**config.mk**
```make
export PLATFORM = sky130hd
export DESIGN_NAME = mc_control_unit_hs_flat
export DESIGN_NICKNAME = d
export VERILOG_FILES = /design/src/rtl/mc_control_unit_hs_if.sv /design/src/rtl/mc_control_unit_hs.sv /design/src/flat_wrapper.sv
export SDC_FILE = /design/constraint.sdc
export NUM_CORES = 1
export LEC_CHECK = 0
export BUFFER_PORTS_ARGS = -buffer_cell sky130_fd_sc_hd__buf_2
export CAP_MARGIN = 20
export CORE_MARGIN = 3
export CORE_UTILIZATION = 51
export DETAILED_ROUTE_END_ITERATION = 10
export GPL_TIMING_DRIVEN = 1
export HOLD_SLACK_MARGIN = 0.02
export PLACE_DENSITY = 0.79
export SLEW_MARGIN = 20
export SYNTH_ARGS = -nofsm -noshare
export SYNTH_HDL_FRONTEND = slang
export SYNTH_SLANG_ARGS = --single-unit
```
**constraint.sdc**
```tcl
create_clock -name clk -period 2.4 [get_ports clk]
set_input_delay 0.24 -clock clk [delete_from_list [all_inputs] [get_ports clk]]
set_output_delay 0.24 -clock clk [all_outputs]
set_load 0.01 [all_outputs]
```
**src/rtl/mc_control_unit_hs_if.sv**
```systemverilog
// Instruction/data memory handshake bundle between the control unit and memory.
interface mc_control_unit_hs_if #(
    parameter int unsigned XLEN = 32
);
    logic            imem_req;
    logic            imem_ready;
    logic            ir_we;
    logic            dmem_req;
    logic [XLEN-1:0] dmem_addr;
    logic            dmem_we;
    logic [1:0]      dmem_size;
    logic            dmem_sign;
    logic            dmem_ready;
    logic [XLEN-1:0] dmem_rdata;

    modport master (
        output imem_req, ir_we, dmem_req, dmem_addr, dmem_we, dmem_size, dmem_sign,
        input  imem_ready, dmem_ready, dmem_rdata
    );

    modport slave (
        input  imem_req, ir_we, dmem_req, dmem_addr, dmem_we, dmem_size, dmem_sign,
        output imem_ready, dmem_ready, dmem_rdata
    );
endinterface

```
**src/rtl/mc_control_unit_hs.sv**
```systemverilog
// Multi-cycle RV32I control unit: FSM, PC, handshaked memory ports, traps, instret.
module mc_control_unit_hs #(
    parameter int unsigned     XLEN        = 32,
    parameter logic [XLEN-1:0] RESET_PC    = '0,
    parameter int unsigned     MEM_TIMEOUT = 255,
    parameter int unsigned     CNT_WIDTH   = 32
) (
    input  logic                 clk,
    input  logic                 rst_n,
    input  logic [6:0]           i_opcode,
    input  logic [2:0]           i_funct3,
    input  logic [XLEN-1:0]      i_imm,
    input  logic [XLEN-1:0]      i_alu_result,
    input  logic                 i_branch_taken,
    mc_control_unit_hs_if.master bus,
    output logic [XLEN-1:0]      o_pc,
    output logic                 o_reg_we,
    output logic [XLEN-1:0]      o_reg_wb_data,
    output logic                 o_alu_src_a,
    output logic                 o_alu_src_b,
    output logic                 o_trap,
    output logic [1:0]           o_trap_cause,
    output logic [XLEN-1:0]      o_trap_pc,
    output logic [CNT_WIDTH-1:0] o_instret
);

    localparam logic [6:0] OPC_LUI    = 7'b0110111;
    localparam logic [6:0] OPC_AUIPC  = 7'b0010111;
    localparam logic [6:0] OPC_JAL    = 7'b1101111;
    localparam logic [6:0] OPC_JALR   = 7'b1100111;
    localparam logic [6:0] OPC_BRANCH = 7'b1100011;
    localparam logic [6:0] OPC_LOAD   = 7'b0000011;
    localparam logic [6:0] OPC_STORE  = 7'b0100011;
    localparam logic [6:0] OPC_OPIMM  = 7'b0010011;
    localparam logic [6:0] OPC_OP     = 7'b0110011;

    localparam int unsigned WAIT_W = 10;
    localparam logic [WAIT_W-1:0] WAIT_LIMIT = WAIT_W'(MEM_TIMEOUT - 1);

    typedef enum logic [2:0] {
        S_FETCH,
        S_DECODE,
        S_EXECUTE,
        S_MEMORY,
        S_WRITEBACK,
        S_TRAP
    } state_t;

    state_t                r_state;
    state_t                w_next;
    logic [XLEN-1:0]       r_pc;
    logic [XLEN-1:0]       r_pc_plus4;
    logic [XLEN-1:0]       r_br_target;
    logic [XLEN-1:0]       r_target;
    logic [XLEN-1:0]       r_alu_q;
    logic [XLEN-1:0]       r_mdr;
    logic [CNT_WIDTH-1:0]  r_instret;
    logic [WAIT_W-1:0]     r_wait;
    logic                  r_trap;
    logic [1:0]            r_trap_cause;
    logic [XLEN-1:0]       r_trap_pc;

    logic [XLEN-1:0]       w_pc_next;
    logic                  w_retire;
    logic [1:0]            w_cause;
    logic                  w_imem_req;
    logic                  w_ir_we;
    logic                  w_dmem_req;
    logic                  w_reg_we;
    logic                  w_src_a;
    logic                  w_src_b;

    // Opcode classification of the externally latched instruction
    logic w_is_lui, w_is_auipc, w_is_jal, w_is_jalr, w_is_branch;
    logic w_is_load, w_is_store, w_is_opimm, w_is_op, w_legal;
    assign w_is_lui    = (i_opcode == OPC_LUI);
    assign w_is_auipc  = (i_opcode == OPC_AUIPC);
    assign w_is_jal    = (i_opcode == OPC_JAL);
    assign w_is_jalr   = (i_opcode == OPC_JALR);
    assign w_is_branch = (i_opcode == OPC_BRANCH);
    assign w_is_load   = (i_opcode == OPC_LOAD);
    assign w_is_store  = (i_opcode == OPC_STORE);
    assign w_is_opimm  = (i_opcode == OPC_OPIMM);
    assign w_is_op     = (i_opcode == OPC_OP);
    assign w_legal     = w_is_lui | w_is_auipc | w_is_jal | w_is_jalr | w_is_branch |
                         w_is_load | w_is_store | w_is_opimm | w_is_op;

    // Control-flow target and alignment checks evaluated in EXECUTE
    logic            w_jump;
    logic [XLEN-1:0] w_target;
    logic            w_tgt_misal;
    logic [1:0]      w_size;
    logic            w_sign;
    logic            w_data_misal;
    logic            w_wait_limit;
    assign w_jump       = w_is_jal | w_is_jalr | (w_is_branch & i_branch_taken);
    assign w_target     = w_is_jalr ? {i_alu_result[XLEN-1:1], 1'b0} : r_br_target;
    assign w_tgt_misal  = w_jump & w_target[1];
    assign w_size       = i_funct3[1:0];
    assign w_sign       = w_is_store | ~i_funct3[2];
    assign w_data_misal = ((w_size == 2'b01) & i_alu_result[0]) |
                          (w_size[1] & (|i_alu_result[1:0]));
    assign w_wait_limit = (r_wait == WAIT_LIMIT);

    // Next-state, PC update, retire and strobe decode
    always_comb begin
        w_next     = r_state;
        w_pc_next  = r_pc;
        w_retire   = 1'b0;
        w_cause    = 2'd0;
        w_imem_req = 1'b0;
        w_ir_we    = 1'b0;
        w_dmem_req = 1'b0;
        w_reg_we   = 1'b0;
        w_src_a    = 1'b0;
        w_src_b    = 1'b0;
        case (r_state)
            S_FETCH: begin
                w_imem_req = 1'b1;
                if (bus.imem_ready) begin
                    w_ir_we = 1'b1;
                    w_next  = S_DECODE;
                end else if (w_wait_limit) begin
                    w_next  = S_TRAP;
                    w_cause = 2'd3;
                end
            end
            S_DECODE: begin
                if (w_legal) begin
                    w_next = S_EXECUTE;
                end else begin
                    w_next  = S_TRAP;
                    w_cause = 2'd0;
                end
            end
            S_EXECUTE: begin
                w_src_a = w_is_auipc | w_is_jal | w_is_branch;
                w_src_b = ~(w_is_op | w_is_branch);
                if (w_tgt_misal) begin
                    w_next  = S_TRAP;
                    w_cause = 2'd1;
                end else if (w_is_branch) begin
                    w_pc_next = w_jump ? w_target : r_pc_plus4;
                    w_retire  = 1'b1;
                    w_next    = S_FETCH;
                end else if (w_is_load | w_is_store) begin
                    if (w_data_misal) begin
                        w_next  = S_TRAP;
                        w_cause = 2'd2;
                    end else begin
                        w_next = S_MEMORY;
                    end
                end else begin
                    w_next = S_WRITEBACK;
                end
            end
            S_MEMORY: begin
                w_dmem_req = 1'b1;
                if (bus.dmem_ready) begin
                    if (w_is_store) begin
                        w_pc_next = r_pc_plus4;
                        w_retire  = 1'b1;
                        w_next    = S_FETCH;
                    end else begin
                        w_next = S_WRITEBACK;
                    end
                end else if (w_wait_limit) begin
                    w_next  = S_TRAP;
                    w_cause = 2'd3;
                end
            end
            S_WRITEBACK: begin
                w_reg_we  = 1'b1;
                w_pc_next = (w_is_jal | w_is_jalr) ? r_target : r_pc_plus4;
                w_retire  = 1'b1;
                w_next    = S_FETCH;
            end
            S_TRAP: begin
                w_next = S_TRAP;
            end
            default: begin
                w_next = S_FETCH;
            end
        endcase
    end

    // State register, handshake wait counter and trap capture
    always_ff @(posedge clk or negedge rst_n) begin
        if (!rst_n) begin
            r_state      <= S_FETCH;
            r_wait       <= '0;
            r_trap       <= 1'b0;
            r_trap_cause <= 2'd0;
            r_trap_pc    <= '0;
        end else begin
            r_state <= w_next;
            if (w_next != r_state) begin
                r_wait <= '0;
            end else if ((r_state == S_FETCH && !bus.imem_ready) ||
                         (r_state == S_MEMORY && !bus.dmem_ready)) begin
                r_wait <= r_wait + WAIT_W'(1);
            end
            if (w_next == S_TRAP && r_state != S_TRAP) begin
                r_trap       <= 1'b1;
                r_trap_cause <= w_cause;
                r_trap_pc    <= r_pc;
            end
        end
    end

    // PC, retired count and per-instruction datapath registers
    always_ff @(posedge clk or negedge rst_n) begin
        if (!rst_n) begin
            r_pc        <= RESET_PC;
            r_pc_plus4  <= '0;
            r_br_target <= '0;
            r_target    <= '0;
            r_alu_q     <= '0;
            r_mdr       <= '0;
            r_instret   <= '0;
        end else begin
            r_pc <= w_pc_next;
            if (w_retire) begin
                r_instret <= r_instret + CNT_WIDTH'(1);
            end
            if (r_state == S_DECODE) begin
                r_pc_plus4  <= r_pc + XLEN'(4);
                r_br_target <= r_pc + i_imm;
            end
            if (r_state == S_EXECUTE) begin
                r_alu_q  <= i_alu_result;
                r_target <= w_target;
            end
            if (r_state == S_MEMORY && bus.dmem_ready && w_is_load) begin
                r_mdr <= bus.dmem_rdata;
            end
        end
    end

    // Write-back source select, only driven while writing back
    always_comb begin
        o_reg_wb_data = '0;
        if (r_state == S_WRITEBACK) begin
            if (w_is_load) begin
                o_reg_wb_data = r_mdr;
            end else if (w_is_jal | w_is_jalr) begin
                o_reg_wb_data = r_pc_plus4;
            end else if (w_is_lui) begin
                o_reg_wb_data = i_imm;
            end else begin
                o_reg_wb_data = r_alu_q;
            end
        end
    end

    // Reset forces the state to FETCH, so requests are also gated by rst_n
    // to keep every strobe low while reset is held.
    assign bus.imem_req  = w_imem_req & rst_n;
    assign bus.ir_we     = w_ir_we & rst_n;
    assign bus.dmem_req  = w_dmem_req & rst_n;
    assign bus.dmem_addr = r_alu_q;
    assign bus.dmem_we   = w_dmem_req & rst_n & w_is_store;
    assign bus.dmem_size = (w_dmem_req & rst_n) ? w_size : 2'b00;
    assign bus.dmem_sign = w_dmem_req & rst_n & w_sign;

    assign o_pc         = r_pc;
    assign o_reg_we     = w_reg_we & rst_n;
    assign o_alu_src_a  = w_src_a;
    assign o_alu_src_b  = w_src_b;
    assign o_trap       = r_trap;
    assign o_trap_cause = r_trap_cause;
    assign o_trap_pc    = r_trap_pc;
    assign o_instret    = r_instret;

endmodule

```
**src/flat_wrapper.sv**
```systemverilog
// flat-port wrapper written by rule: the top's interface ports become plain ports
module mc_control_unit_hs_flat 
#(
    parameter int unsigned     XLEN        = 32,
    parameter logic [XLEN-1:0] RESET_PC    = '0,
    parameter int unsigned     MEM_TIMEOUT = 255,
    parameter int unsigned     CNT_WIDTH   = 32
)
  (clk, rst_n, i_opcode, i_funct3, i_imm, i_alu_result, i_branch_taken, o_pc, o_reg_we, o_reg_wb_data, o_alu_src_a, o_alu_src_b, o_trap, o_trap_cause, o_trap_pc, o_instret, bus_imem_req, bus_ir_we, bus_dmem_req, bus_dmem_addr, bus_dmem_we, bus_dmem_size, bus_dmem_sign, bus_imem_ready, bus_dmem_ready, bus_dmem_rdata);
  mc_control_unit_hs_if #(.XLEN(XLEN)) bus_i ();
  input  logic clk;
  input  logic rst_n;
  input  logic [6:0] i_opcode;
  input  logic [2:0] i_funct3;
  input  logic [XLEN-1:0] i_imm;
  input  logic [XLEN-1:0] i_alu_result;
  input  logic i_branch_taken;
  output logic [XLEN-1:0] o_pc;
  output logic o_reg_we;
  output logic [XLEN-1:0] o_reg_wb_data;
  output logic o_alu_src_a;
  output logic o_alu_src_b;
  output logic o_trap;
  output logic [1:0] o_trap_cause;
  output logic [XLEN-1:0] o_trap_pc;
  output logic [CNT_WIDTH-1:0] o_instret;
  output wire logic [$bits(bus_i.imem_req)-1:0] bus_imem_req;
  output wire logic [$bits(bus_i.ir_we)-1:0] bus_ir_we;
  output wire logic [$bits(bus_i.dmem_req)-1:0] bus_dmem_req;
  output wire logic [$bits(bus_i.dmem_addr)-1:0] bus_dmem_addr;
  output wire logic [$bits(bus_i.dmem_we)-1:0] bus_dmem_we;
  output wire logic [$bits(bus_i.dmem_size)-1:0] bus_dmem_size;
  output wire logic [$bits(bus_i.dmem_sign)-1:0] bus_dmem_sign;
  input wire logic [$bits(bus_i.imem_ready)-1:0] bus_imem_ready;
  input wire logic [$bits(bus_i.dmem_ready)-1:0] bus_dmem_ready;
  input wire logic [$bits(bus_i.dmem_rdata)-1:0] bus_dmem_rdata;
  assign bus_imem_req = bus_i.imem_req;
  assign bus_ir_we = bus_i.ir_we;
  assign bus_dmem_req = bus_i.dmem_req;
  assign bus_dmem_addr = bus_i.dmem_addr;
  assign bus_dmem_we = bus_i.dmem_we;
  assign bus_dmem_size = bus_i.dmem_size;
  assign bus_dmem_sign = bus_i.dmem_sign;
  assign bus_i.imem_ready = bus_imem_ready;
  assign bus_i.dmem_ready = bus_dmem_ready;
  assign bus_i.dmem_rdata = bus_dmem_rdata;
  mc_control_unit_hs #(.XLEN(XLEN), .RESET_PC(RESET_PC), .MEM_TIMEOUT(MEM_TIMEOUT), .CNT_WIDTH(CNT_WIDTH)) u_core (.clk(clk), .rst_n(rst_n), .i_opcode(i_opcode), .i_funct3(i_funct3), .i_imm(i_imm), .i_alu_result(i_alu_result), .i_branch_taken(i_branch_taken), .bus(bus_i), .o_pc(o_pc), .o_reg_we(o_reg_we), .o_reg_wb_data(o_reg_wb_data), .o_alu_src_a(o_alu_src_a), .o_alu_src_b(o_alu_src_b), .o_trap(o_trap), .o_trap_cause(o_trap_cause), .o_trap_pc(o_trap_pc), .o_instret(o_instret));
endmodule
```
## Word-level counts from Yosys, hierarchy flattened

Cells that the tools add are included.

- Register bits after elaboration: 272
- Word-level logic and storage cells: 125

- Eq/ne operators: 23
- Add/sub/neg operators: 4
- Reduce and logical (&&, ||, !) cells: 13
- Muxes and demuxes: 45
- Bitwise logic cells: 28

Operators with widths:

| kind | count |
|---|---|
| 32-bit 2-to-1 mux | 11 |
| 32-bit one-hot mux with 3 select lines | 1 |
| 32-bit by 1-bit adder with 32-bit output (second input constant) | 1 |
| 32-bit by 3-bit adder with 32-bit output (second input constant) | 1 |
| 32-bit adder | 1 |
| 3-bit 2-to-1 mux | 9 |
| 7-bit by 6-bit == test with 1-bit output (second input constant) | 3 |
| 7-bit == test (second input constant) | 3 |
| 10-bit 2-to-1 mux | 2 |
| 2-bit 2-to-1 mux | 8 |
| 1-bit bitwise OR | 16 |
| 3-bit one-hot mux with 5 select lines | 1 |
| 7-bit by 5-bit == test with 1-bit output (second input constant) | 2 |
| 1-bit 2-to-1 mux | 11 |
| 10-bit by 1-bit adder with 10-bit output (second input constant) | 1 |
| 1-bit AND | 10 |
| 10-bit by 8-bit == test with 1-bit output (second input constant) | 1 |
| 3-bit == test (second input constant) | 3 |
| 7-bit by 2-bit == test with 1-bit output (second input constant) | 1 |
| 3-bit by 2-bit == test with 1-bit output (second input constant) | 2 |
| 2-bit one-hot mux with 3 select lines | 1 |
| 1-bit logical AND | 5 |
| 5-bit AND reduction | 1 |
| 2-bit by 1-bit != test with 1-bit output (second input constant) | 2 |
| other kinds (13) | 16 |

## Depth between registers and ports, before layout

Gate-level depths: netlist (run 1).

- Depth in word-level cells: 13
- Gate-level depth with buffers: 12
- Mapped depth without buffers: 12

## Least setup slack after synthesis (run 1)

OpenSTA, ideal clock, no wires.

- Kind: register to register
- From: reg u_core.r_pc[0] (netlist: u_core.o_pc[0])
- To: reg u_core.r_br_target[30]
- Path slack: -322 ps
- Buffers on the path: 0
- Cell stages (with the launch flop): 13
- Data arrival time: 2585 ps
- Data required time: 2263 ps
- Library setup time: 137 ps
- Cell sequence: dfrtp_1 -> ha_1 -> inv_1 -> fa_1 -> nand2b_1 -> a21oi_1 -> o221a_2 -> o2111a_1 -> o21ai_1 -> o31a_1 -> o21ai_1 -> a211o_1 -> o211ai_1

- Word-level cells in the longest chain between the ends: 1

Ends and longest elaborated chain:

| item | RTL line | RTL |
|---|---|---|
| from (decl) | mc_control_unit_hs.sv:51 | `logic [XLEN-1:0] r_pc;` |
| from (signal assigned) | mc_control_unit_hs.sv:222 | `r_pc <= w_pc_next;` |
| 32-bit adder | mc_control_unit_hs.sv:228 | `r_br_target <= r_pc + i_imm;` |
| to (signal assigned) | mc_control_unit_hs.sv:228 |  |
| to (decl) | mc_control_unit_hs.sv:53 | `logic [XLEN-1:0] r_br_target;` |

No other way between the ends.
A chain may end at the register's enable or synchronous reset.

## Worst setup path after layout (run 1)

Same ends and word-level chain as after synthesis.

==> results of run 1 <==
final cells by class:
type | count | area (µm²)
Multi-Input combinational cell | 1184 | 8060
Fill cell | 1975 | 8069
Inverter | 28 | 108.9
Clock inverter | 8 | 140.1
Clock buffer | 46 | 922.1
Timing Repair Buffer | 501 | 3502
Sequential cell | 272 | 6812
Tap cell | 378 | 473.0
worst min path at each step:
stage,startpoint,end,slack (ns),cells after the start
after global placement,rst_n,u_core.r_wait[4]$_DFFE_PN0P_,0.12,1
after CTS,i_imm[0],u_core.r_br_target[0]$_DFFE_PN0N_,0.03,4
after detailed placement,rst_n,u_core.r_wait[4]$_DFFE_PN0P_,0.13,1
after global routing,i_imm[0],u_core.r_br_target[0]$_DFFE_PN0N_,0.07,4
after floorplan,rst_n,u_core.bus.dmem_addr[0]$_DFFE_PN0P_,-0.06,0
final,i_imm[0],u_core.r_br_target[0]$_DFFE_PN0N_,0.06,4
what timing repair did:
item                                    CTS  global route
gates resized for setup                  24           101
buffers inserted                          2            21
cloned                                    1             3
pin swaps                                11            35
endpoints found under the setup margin   40           146
endpoints found under the hold margin   257             0
hold buffers                             65             0
routing by layer:
metal | global-route usage, % | wire length, µm | vias to the layer above
met5 | 0 | 13 | -
met4 | 9.700 | 1608 | 2
met3 | 4.453 | 3832 | 136
met2 | 49.94 | 23510 | 734
met1 | 39.21 | 19610 | 6876
li1 | - | - | 6422
sequential cells by signal, summed over array words and instances, names as in the netlist, 3 cells and up:
| register | cells |
|---|---|
| u_core.r_state | 3 |
| u_core.o_pc | 32 |
| u_core.o_instret | 32 |
| u_core.o_trap_pc | 32 |
| u_core.r_target | 32 |
| u_core.r_wait | 10 |
| u_core.r_mdr | 32 |
| u_core.r_br_target | 32 |
| u_core.bus.dmem_addr | 32 |
| u_core.r_pc_plus4 | 32 |
through the flow:
| step | util, % | TNS [ns] | worst slack (ns) | power, W | hold slack, ns |
|---|---|---|---|---|---|
| floorplan | - | -0.4501 | -0.09764 | 0.01313 | -0.05559 |
| finish | 71.27 | -1.668 | -0.2046 | 0.02343 | 0.06153 |
| global placement | 62.59 | -1.458 | -0.1986 | 0.01679 | 0.1241 |
| detailed placement | 62.59 | -2.435 | -0.2454 | 0.01716 | 0.1316 |
| global route | 71.27 | -6.334 | -0.3499 | 0.02482 | 0.07033 |
| CTS | 69.07 | -1.434 | -0.2123 | 0.02240 | 0.02834 |
report_power, final:
group,internal [W],switching [W]
logic,0.00487,0.00610
clock network,0.00305,0.00186
registers,0.00620,0.00134
critical path, delay by kind of cell, from the launching register on:
kind	cells	cell delay, ns
DFF	1	0.39
AOI/OAI and AO/OA	8	1.37
adders and majority gates	2	0.52
and+or+nand+nor	1	0.15
buffers and inverters	1	0.04
cell families (layout without fill, tap and decap cells):
logic type                 after synthesis  count (layout)
xor gates and xnor gates                89              89
AOI/OAI and AO/OA                      368             369
buffers and inverters                  114             583
DFF                                    272             272
adders and majority gates               36              36
and+or+nand+nor                        561             561
muxes                                  129             129
placed cells by master (no fill, tap or decap), drive strengths merged, types with 7 or more instances in the layout:
| cell type | n |
|---|---|
| nand4 | 16 |
| a222oi | 31 |
| and2 | 13 |
| a21o | 14 |
| dfrtp | 272 |
| xnor2 | 52 |
| a211oi | 44 |
| dlygate4sd3 | 65 |
| nand2 | 313 |
| and3 | 15 |
| nand3 | 33 |
| xor2 | 37 |
| nor3 | 15 |
| ha | 35 |
| clkbuf | 48 |
| o21ai | 164 |
| inv | 27 |
| buf | 434 |
| mux2 | 64 |
| nor2 | 120 |
| a21oi | 67 |
| mux2i | 65 |
| nand2b | 7 |
==> impl_metrics.csv, run 1 <==
group,metric,value,unit
routing,wl_per_cell,20.10,µm
setup_path,r2r-end,"u_core.r_br_target[30]$_DFFE_PN0N_",
finish,area_delta_synth_final,36.01,%
setup_path,required,2.81,ns
clocking,clock_sinks,272,
routing,drt-initial-drc-count,1410,
clocking,cts_tree,"done",
global_route,grt_pass1_vias,14104,
timing,fmax,383.9,MHz
yosys,yosysTopAreaCellShare,46.25,%
timing,finalCritPeriodShare,108.5,%
yosys,synth-xor-area-share,5.296,%
yosys,yosys.area_share.simple,16.93,%
placement,place_hpwl,30900,µm
global_route,grt_overflow,0,
yosys,yosys_most_used_dff,"dfrtp_1",
finish,drive_gt1_share,31.68,%
floorplanning,start_util,52.40,%
placement,dp.cells,2274,
clocking,cts_max_level,1,
routing,drtPass1Iterations,8,
routing,route.detailed.drc,0,
floorplanning,pin_count,284,
power,vdd_ir_drop_max,0.0008576,V
routing,vias_per_cell,5.863,
yosys,yosys-mux-area-fraction,9.343,%
floorplanning,die_w,175.9,µm
outcome,status,"complete, but fails checks",
setup_path,crit_type,"flop to flop",
routing,wl,48580,µm
yosys,synth_area,14720,µm²
setup_path,cp_max_fo,3,
setup_path,r2r_setup_slack,-0.20,ns
placement,io_buffers,283,
setup_path,arrival,3.02,ns
routing,antenna_left,0,
yosys,synth_edf_count,0,
finish,antenna_cells,0,
clocking,clk_pin_slew,0.06,ns
clocking,root_buffer,"clkbuf_16",
timing,slew_headroom,38.18,%
yosys,synth_area_leaders,"dfrtp_1 46%, nand2_1 8.0%, o21ai_0 5.2%, mux2i_1 4.4%, mux2_2 4.0%",
yosys,seq_area_frac_synth,46.25,%
yosys,synth-compound-area-share,15.85,%
yosys,synthTopCellsByCount,"313 x nand2_1, 272 x dfrtp_1, 153 x o21ai_0",
outcome,violations,"setup timing",
setup_path,startpoint_type,"flop",
clocking,clkLatencyLatePin,0.55,ns
yosys,synth_adder_area_share,3.111,%
floorplanning,placementRows,61,
timing,maxSlewViolCount,0,
clocking,clk_path_buf_depth,3,
flow_run,cap_viol_max_count,0,
floorplanning,die_h,175.9,µm
yosys,ys_warn_count,0,
floorplanning,dieArea,30930,µm²
clocking,cts_made_buffers,30,
yosys,synth_top_area_cell,"dfrtp_1",
floorplanning,core_area,28090,µm²
yosys,syn_nets,1716,
global_route,grt_usage,29.55,%
power,leakage,9.651,nW
setup_path,crit_path_cell_trace,"ha_4 > inv_2 > fa_2 > nand2b_4 > a21oi_2 > o221a_2 > o2111a_2 > o21ai_4 > o31a_1 > o21ai_2 > a211o_1 > o211ai_1",
setup_path,crit_start,"u_core.o_pc[0]$_DFFE_PN0P_",
yosys,ys_seq_elements,272,
setup_path,r2r_start,"u_core.o_pc[0]$_DFFE_PN0P_",
worst_hold_path,hp-class,"input port to flop",
global_route,grt_pass1_wl,74230,µm
yosys,synthCells,1569,
timing,worst_slew_pin_slew,0.9253,ns
timing,rsz0062_at_grt,"yes",
global_route,grt_max_degree,123,
timing,timing.final.crit_period,2.605,ns
setup_path,end_kind,"flop",
yosys,synth_async_sr_flop_share,100.0,%
timing,fin_worst_skew,0.009837,ns
yosys,post_synth_num_cell_types,73,
timing,setup_violations,14,
setup_path,worstRegToRegCells,12,
setup_path,max_stage_delay,0.39,ns
power,powerDensity,1170,nW/µm²
yosys,synth.most_common_cell,"nand2_1",
finish,fin_cells,2417,
placement,place.gp.congestion,0.8905,
yosys,syn_area_per_cell,9.380,µm²
yosys,synth_top_family_by_area,"simple AND/OR/NAND/NOR gates",
setup_path,slowest_stage,"dfrtp_1",
finish,fin_nets,2164,
routing,vias,14170,
setup_path,endpoint,"u_core.r_br_target[30]$_DFFE_PN0N_",
global_route,antenna_found_initial,1,
timing,finalHoldViolCount,0,
timing,fin_ws,-0.2046,ns
finish,fin_area,20020,µm²
placement,place_area,17580,µm²
Power figures use the tool's default switching activity.
==> run 2: changes to the inputs <==
- GPL_TIMING_DRIVEN: 1 -> default
- PLACE_DENSITY: 0.79 -> 0.77
==> run 2 against run 1 <==
Compared with the run above:
- the flow still finishes with violations (setup timing)
- core utilization down 0.69 points
- clock-buffer cell count did not move
- sequential power hardly changed
- first-iteration DRC count shrank 6.7%
- critical path depth is 1 lower
- worst hold slack improved by 0.054 ns
- largest power group unchanged
==> impl_metrics.csv, run 2 (synthesized netlist as in run 1, its figures left out) <==
group,metric,value,unit
global_route,grt_pass1_vias,13811,
floorplanning,die_h,175.9,µm
global_route,use_met3,4.172,%
global_route,use_met1,38.75,%
finish,fin_cells,2417,
setup_path,startpoint_type,"flop",
timing,fin_ws,-0.2553,ns
setup_path,required,2.85,ns
timing,rsz0062_at_grt,"yes",
setup_path,slowest_stage,"dfrtp_2",
routing,antenna_left,0,
global_route,met2_usage,49.69,%
power,vdd_ir_drop_max,0.0009860,V
finish,area_delta_synth_final,34.69,%
clocking,root_buffer,"clkbuf_16",
finish,antenna_cells,0,
power,powerDensity,1165,nW/µm²
routing,drt-initial-drc-count,1315,
floorplanning,pin_count,284,
timing,maxSlewViolCount,0,
timing,tns,-1.998,ns
clocking,cts_tree,"done",
global_route,grt_usage,29.13,%
placement,io_buffers,283,
timing,hold_slack,0.1153,ns
finish,drive_gt1_share,30.85,%
routing,route.detailed.drc,0,
clocking,clock_sinks,272,
setup_path,cp_max_fo,4,
placement,place_area,17620,µm²
setup_path,end_kind,"flop",
setup_path,crit_top_cell,"o21a_1",
finish,fin_area,19820,µm²
worst_hold_path,hp-class,"input port to flop",
global_route,busiest_layer,"met2",
global_route,grt_pass1_wl,73440,µm
finish,mostFrequentLayoutCell,"nand2_1",
setup_path,crit_path_cell_trace,"ha_4 > a21o_1 > a21oi_4 > a211oi_2 > o31ai_1 > buf_4 > a21oi_2 > o21a_1 > o21a_1 > or3_1 > a31o_2",
global_route,grt_overflow,0,
clocking,clk_pin_slew,0.06,ns
routing,drtPass1Iterations,9,
placement,place_hpwl,30920,µm
timing,setup_violations,14,
floorplanning,die_w,175.9,µm
clocking,cts_max_level,1,
clocking,clk_path_buf_depth,3,
routing,wl_per_cell,19.47,µm
power,leakage,9.569,nW
placement,dp.cells,2280,
timing,timing.final.crit_period,2.655,ns
routing,wl,47070,µm
timing,slew_headroom,45.40,%
finish,final_cell_mix,"309 x nand2_1, 282 x buf_2, 268 x dfrtp_1",
floorplanning,core_area,28090,µm²
timing,finalHoldViolCount,0,
routing,vias_per_cell,5.776,
timing,fmax,376.6,MHz
floorplanning,start_util,52.40,%
setup_path,r2r_start,"u_core.o_pc[3]$_DFFE_PN0P_",
global_route,grt_max_degree,107,
clocking,cts_made_buffers,31,
worst_hold_path,hp-start,"i_funct3[0]",
routing,vias,13961,
floorplanning,dieArea,30930,µm²
flow_run,cap_viol_max_count,0,
setup_path,crit_start,"u_core.o_pc[3]$_DFFE_PN0P_",
timing,finalCritPeriodShare,110.6,%
setup_path,crit_type,"flop to flop",
outcome,violations,"setup timing",
timing,worst_slew_pin_slew,0.8171,ns
clocking,clkLatencyLatePin,0.56,ns
timing,fin_worst_skew,0.01091,ns
finish,fin_nets,2164,
setup_path,max_stage_delay,0.42,ns
setup_path,arrival,3.10,ns
floorplanning,placementRows,61,
outcome,status,"complete, but fails checks",
placement,place.gp.congestion,0.8596,
global_route,antenna_found_initial,0,
run 2: changes by cell type in the layout (fill, tap and decap cells not counted), moves of 3 or more:
cell and change:
buf_6 -5, mux2_1 +6, mux2_4 -24, mux2_2 +18
o21ai_0 +5, o21ai_1 -4, ha_1 +3, buf_4 +3
ha_4 -3
run 2: worst max-delay path, delay by kind of cell, from the launching register on:
kind | cells | cell delay (ns)
DFF | 1 | 0.42
adders and majority gates | 1 | 0.23
buffers and inverters | 1 | 0.16
AOI/OAI and AO/OA | 8 | 1.37
and+or+nand+nor | 1 | 0.35
run 2: final timing paths:
| path | slack, ns | cells after the start | end |
|---|---|---|---|
| min reg2reg | 0.47 | 1 | u_core.o_trap$_DFFE_PN0P_ |
| min in group asynchronous | 0.22 | 2 | u_core.o_instret[14]$_DFFE_PN0P_ |
| max | -0.26 | 11 | u_core.r_br_target[15]$_DFFE_PN0N_ |
| min | 0.12 | 5 | u_core.o_trap_cause[1]$_DFFE_PN0P_ |
| max reg2reg | -0.26 | 11 | u_core.r_br_target[15]$_DFFE_PN0N_ |
| max in group asynchronous | 1.19 | 3 | u_core.o_pc[7]$_DFFE_PN0P_ |
run 2: power breakdown:
group	switching [W]	total, W	internal (W)
sequential	0.00133	0.00753	0.00620
combinational	0.00587	0.0105	0.00466
clock	0.00195	0.00504	0.00309
run 2: layout make-up:
class,instances,area [µm²]
repair buffers,500,3462
inverters,28,105.1
flip-flops and latches,272,6812
clock inverters,9,153.9
clock buffers,46,932.1
multi-input cells,1184,7886
well taps,378,473.0
fillers,2075,8263
run 2: what timing repair did:
action                                  in CTS  in global routing
endpoints found under the setup margin      24                113
resized for setup                           22                 61
hold endpoints to repair                   121                  0
pin swaps                                   11                 35
setup buffers                                4                 11
cloned                                       0                  1
hold buffers                                66                  0
run 2: metal layers:
layer	vias to the layer above	share of wire (%)
met5	-	0
met4	0	2.8
met3	101	7.0
met2	638	49
met1	6788	41
li1	6434	-
run 2: through the flow:
stage / setup WS [ns] / util [%] / power [W]
2_1_floorplan: -0.09764 / - / 0.01313
3_3_place_gp: -0.1986 / 62.75 / 0.01685
3_5_place_dp: -0.3242 / 62.75 / 0.01719
4_1_cts: -0.2171 / 69.40 / 0.02253
5_1_grt: -0.3535 / 70.58 / 0.02452
6_report: -0.2553 / 70.58 / 0.02310
==> run 3: changes to the inputs <==
- CELL_PAD_IN_SITES_DETAIL_PLACEMENT: default -> 1
- CELL_PAD_IN_SITES_GLOBAL_PLACEMENT: default -> 1
- CORE_UTILIZATION: 51 -> 38
- PLACE_DENSITY: 0.77 -> default
- PLACE_DENSITY_LB_ADDON: default -> 0.1
==> run 3 against run 2 <==
Compared with the run above:
- the flow still finishes with violations (setup timing)
- worst hold slack lost 0.044 ns
- setup slack lost 0.028 ns
- core utilization shrank 16 points
- maximum frequency shrank 1.0%
- clock-buffer cell count grew 4
- clock skew grew 0.0074 ns
- die area grew 33%
- critical endpoint is now u_core.r_br_target[29]$_DFFE_PN0N_
==> impl_metrics.csv, run 3 (synthesized netlist as in run 1, its figures left out) <==
group,metric,value,unit
global_route,busiest_layer,"met2",
floorplanning,dieArea,41130,µm²
routing,drt-initial-drc-count,790,
setup_path,cp_max_fo,3,
clocking,clkLatencyLatePin,0.54,ns
global_route,use_met3,4.169,%
global_route,grt_pass1_vias,14687,
floorplanning,die_w,202.8,µm
timing,worst_slew_pin_slew,0.7484,ns
setup_path,required,2.83,ns
routing,antenna_left,0,
finish,final_cell_mix,"308 x nand2_1, 282 x buf_2, 269 x dfrtp_1",
flow_run,cap_viol_max_count,0,
global_route,met2_usage,43.31,%
power,vdd_ir_drop_max,0.0006059,V
global_route,grt_usage,25.73,%
power,leakage,9.897,nW
setup_path,startpoint_type,"flop",
routing,vias,14026,
setup_path,max_stage_delay,0.42,ns
global_route,grt_pass1_wl,84290,µm
clocking,cts_max_level,2,
setup_path,crit_family,"compound AO/OA/AOI/OAI gates",
floorplanning,pin_count,284,
timing,tns,-2.195,ns
setup_path,cp_num_buf_inv,2,
global_route,use_met1,34.43,%
power,powerDensity,1165,nW/µm²
outcome,status,"complete, but fails checks",
placement,place_hpwl,37370,µm
timing,setup_violations,14,
finish,drive_gt1_share,33.76,%
timing,finalCritPeriodShare,111.8,%
floorplanning,core_area,37930,µm²
clocking,clock_sinks,272,
timing,timing.final.crit_period,2.683,ns
worst_hold_path,hp-class,"input port to flop",
routing,wl_per_cell,21.02,µm
global_route,grt_max_degree,126,
setup_path,crit_type,"flop to flop",
global_route,antenna_found_initial,0,
routing,route.detailed.drc,0,
finish,final_core_util,54.38,%
timing,fmax,372.7,MHz
timing,rsz0062_at_grt,"yes",
clocking,cts_tree,"done",
clocking,cts_made_buffers,35,
worst_hold_path,hp-start,"i_imm[0]",
routing,vias_per_cell,5.390,
finish,fin_nets,2214,
placement,place.gp.congestion,0.8408,
placement,io_buffers,283,
routing,wl,54700,µm
clocking,clk_pin_slew,0.06,ns
timing,maxSlewViolCount,0,
timing,slew_headroom,50.11,%
setup_path,end_kind,"flop",
placement,dp_slack,-0.3036,ns
floorplanning,placementRows,71,
setup_path,slowest_stage,"dfrtp_1",
power,finalPower,0.02404,W
finish,area_delta_synth_final,40.14,%
setup_path,r2r_start,"u_core.o_pc[1]$_DFFE_PN0P_",
setup_path,arrival,3.11,ns
clocking,root_buffer,"clkbuf_16",
finish,antenna_cells,0,
floorplanning,die_h,202.8,µm
timing,hold_slack,0.07174,ns
routing,drtPass1Iterations,7,
clocking,clk_path_buf_depth,3,
setup_path,crit_start,"u_core.o_pc[1]$_DFFE_PN0P_",
global_route,grt_overflow,0,
finish,mostFrequentLayoutCell,"nand2_1",
timing,fin_worst_skew,0.01829,ns
setup_path,crit_path_cell_trace,"ha_4 > a21oi_4 > nand4b_1 > buf_4 > a21oi_2 > o211ai_1 > buf_4 > a31o_4 > a21oi_4 > a41oi_2 > and2_1 > a22o_1",
timing,finalHoldViolCount,0,
timing,fin_ws,-0.2831,ns
outcome,violations,"setup timing",
floorplanning,start_util,38.80,%
[run 3: cell count changes in the layout (fill, tap and decap cells not counted), sizes merged]
cell / previous run / this run
buf: 433 / 480
clkinv: 2 / 10
clkbuf: 47 / 52
inv: 29 / 27
a21oi: 67 / 66
clkinvlp: 2 / 1
bufinv: 4 / 1
dlygate4sd3: 66 / 65
[run 3: power breakdown]
group	leakage, nW	switching [W]	internal [W]
combinational	5.85	0.00625	0.00497
clock	0.573	0.00210	0.00316
sequential	3.48	0.00136	0.00620
total	9.90	0.00971	0.0143
[run 3: final cells by class]
| class | instances | area (µm²) |
|---|---|---|
| Inverter | 28 | 108.9 |
| Clock inverter | 11 | 83.83 |
| Fill cell | 4339 | 17310 |
| Timing Repair Buffer | 547 | 3852 |
| Clock buffer | 50 | 1055 |
| Multi-Input combinational cell | 1183 | 8077 |
| Tap cell | 511 | 639.4 |
| Sequential cell | 272 | 6810 |
[run 3: timing repair]
| action | CTS | global route |
|---|---|---|
| gates resized for setup | 30 | 93 |
| pin swaps | 16 | 39 |
| hold endpoints to repair | 286 | 0 |
| hold buffers | 65 | 0 |
| endpoints found under the setup margin | 81 | 138 |
| setup buffers | 4 | 24 |
| gates cloned | 0 | 3 |
[run 3: worst min-delay path, cell delays in order]
cell,delay (ns)
buf_2,0.11
ha_4,0.13
nand2_1,0.04
nand2_1,0.05
[run 3: layer usage]
metal / share of wire, % / wire, µm
met1: 44 / 24290
met4: 1.9 / 1066
met3: 4.2 / 2305
met2: 49 / 27050
met5: 0 / 0
[run 3: metrics by stage]
stage / instances / instance area (µm²)
final: 2602 / 20630
after global routing: 2602 / 20630
after CTS: 2582 / 20000
after detailed placement: 2454 / 18080
after global placement: 2454 / 18080
after floorplan: 1569 / 14810
[run 3: worst paths after layout]
| check | endpoint | slack [ns] | cells after the start |
|---|---|---|---|
| max | u_core.r_br_target[29]$_DFFE_PN0N_ | -0.28 | 12 |
| min | u_core.r_br_target[0]$_DFFE_PN0N_ | 0.07 | 4 |
| max reg2reg | u_core.r_br_target[29]$_DFFE_PN0N_ | -0.28 | 12 |
| min reg2reg | u_core.o_trap$_DFFE_PN0P_ | 0.46 | 1 |
| max in group asynchronous | u_core.r_br_target[18]$_DFFE_PN0N_ | 1.28 | 3 |
| min in group asynchronous | u_core.o_instret[11]$_DFFE_PN0P_ | 0.14 | 2 |
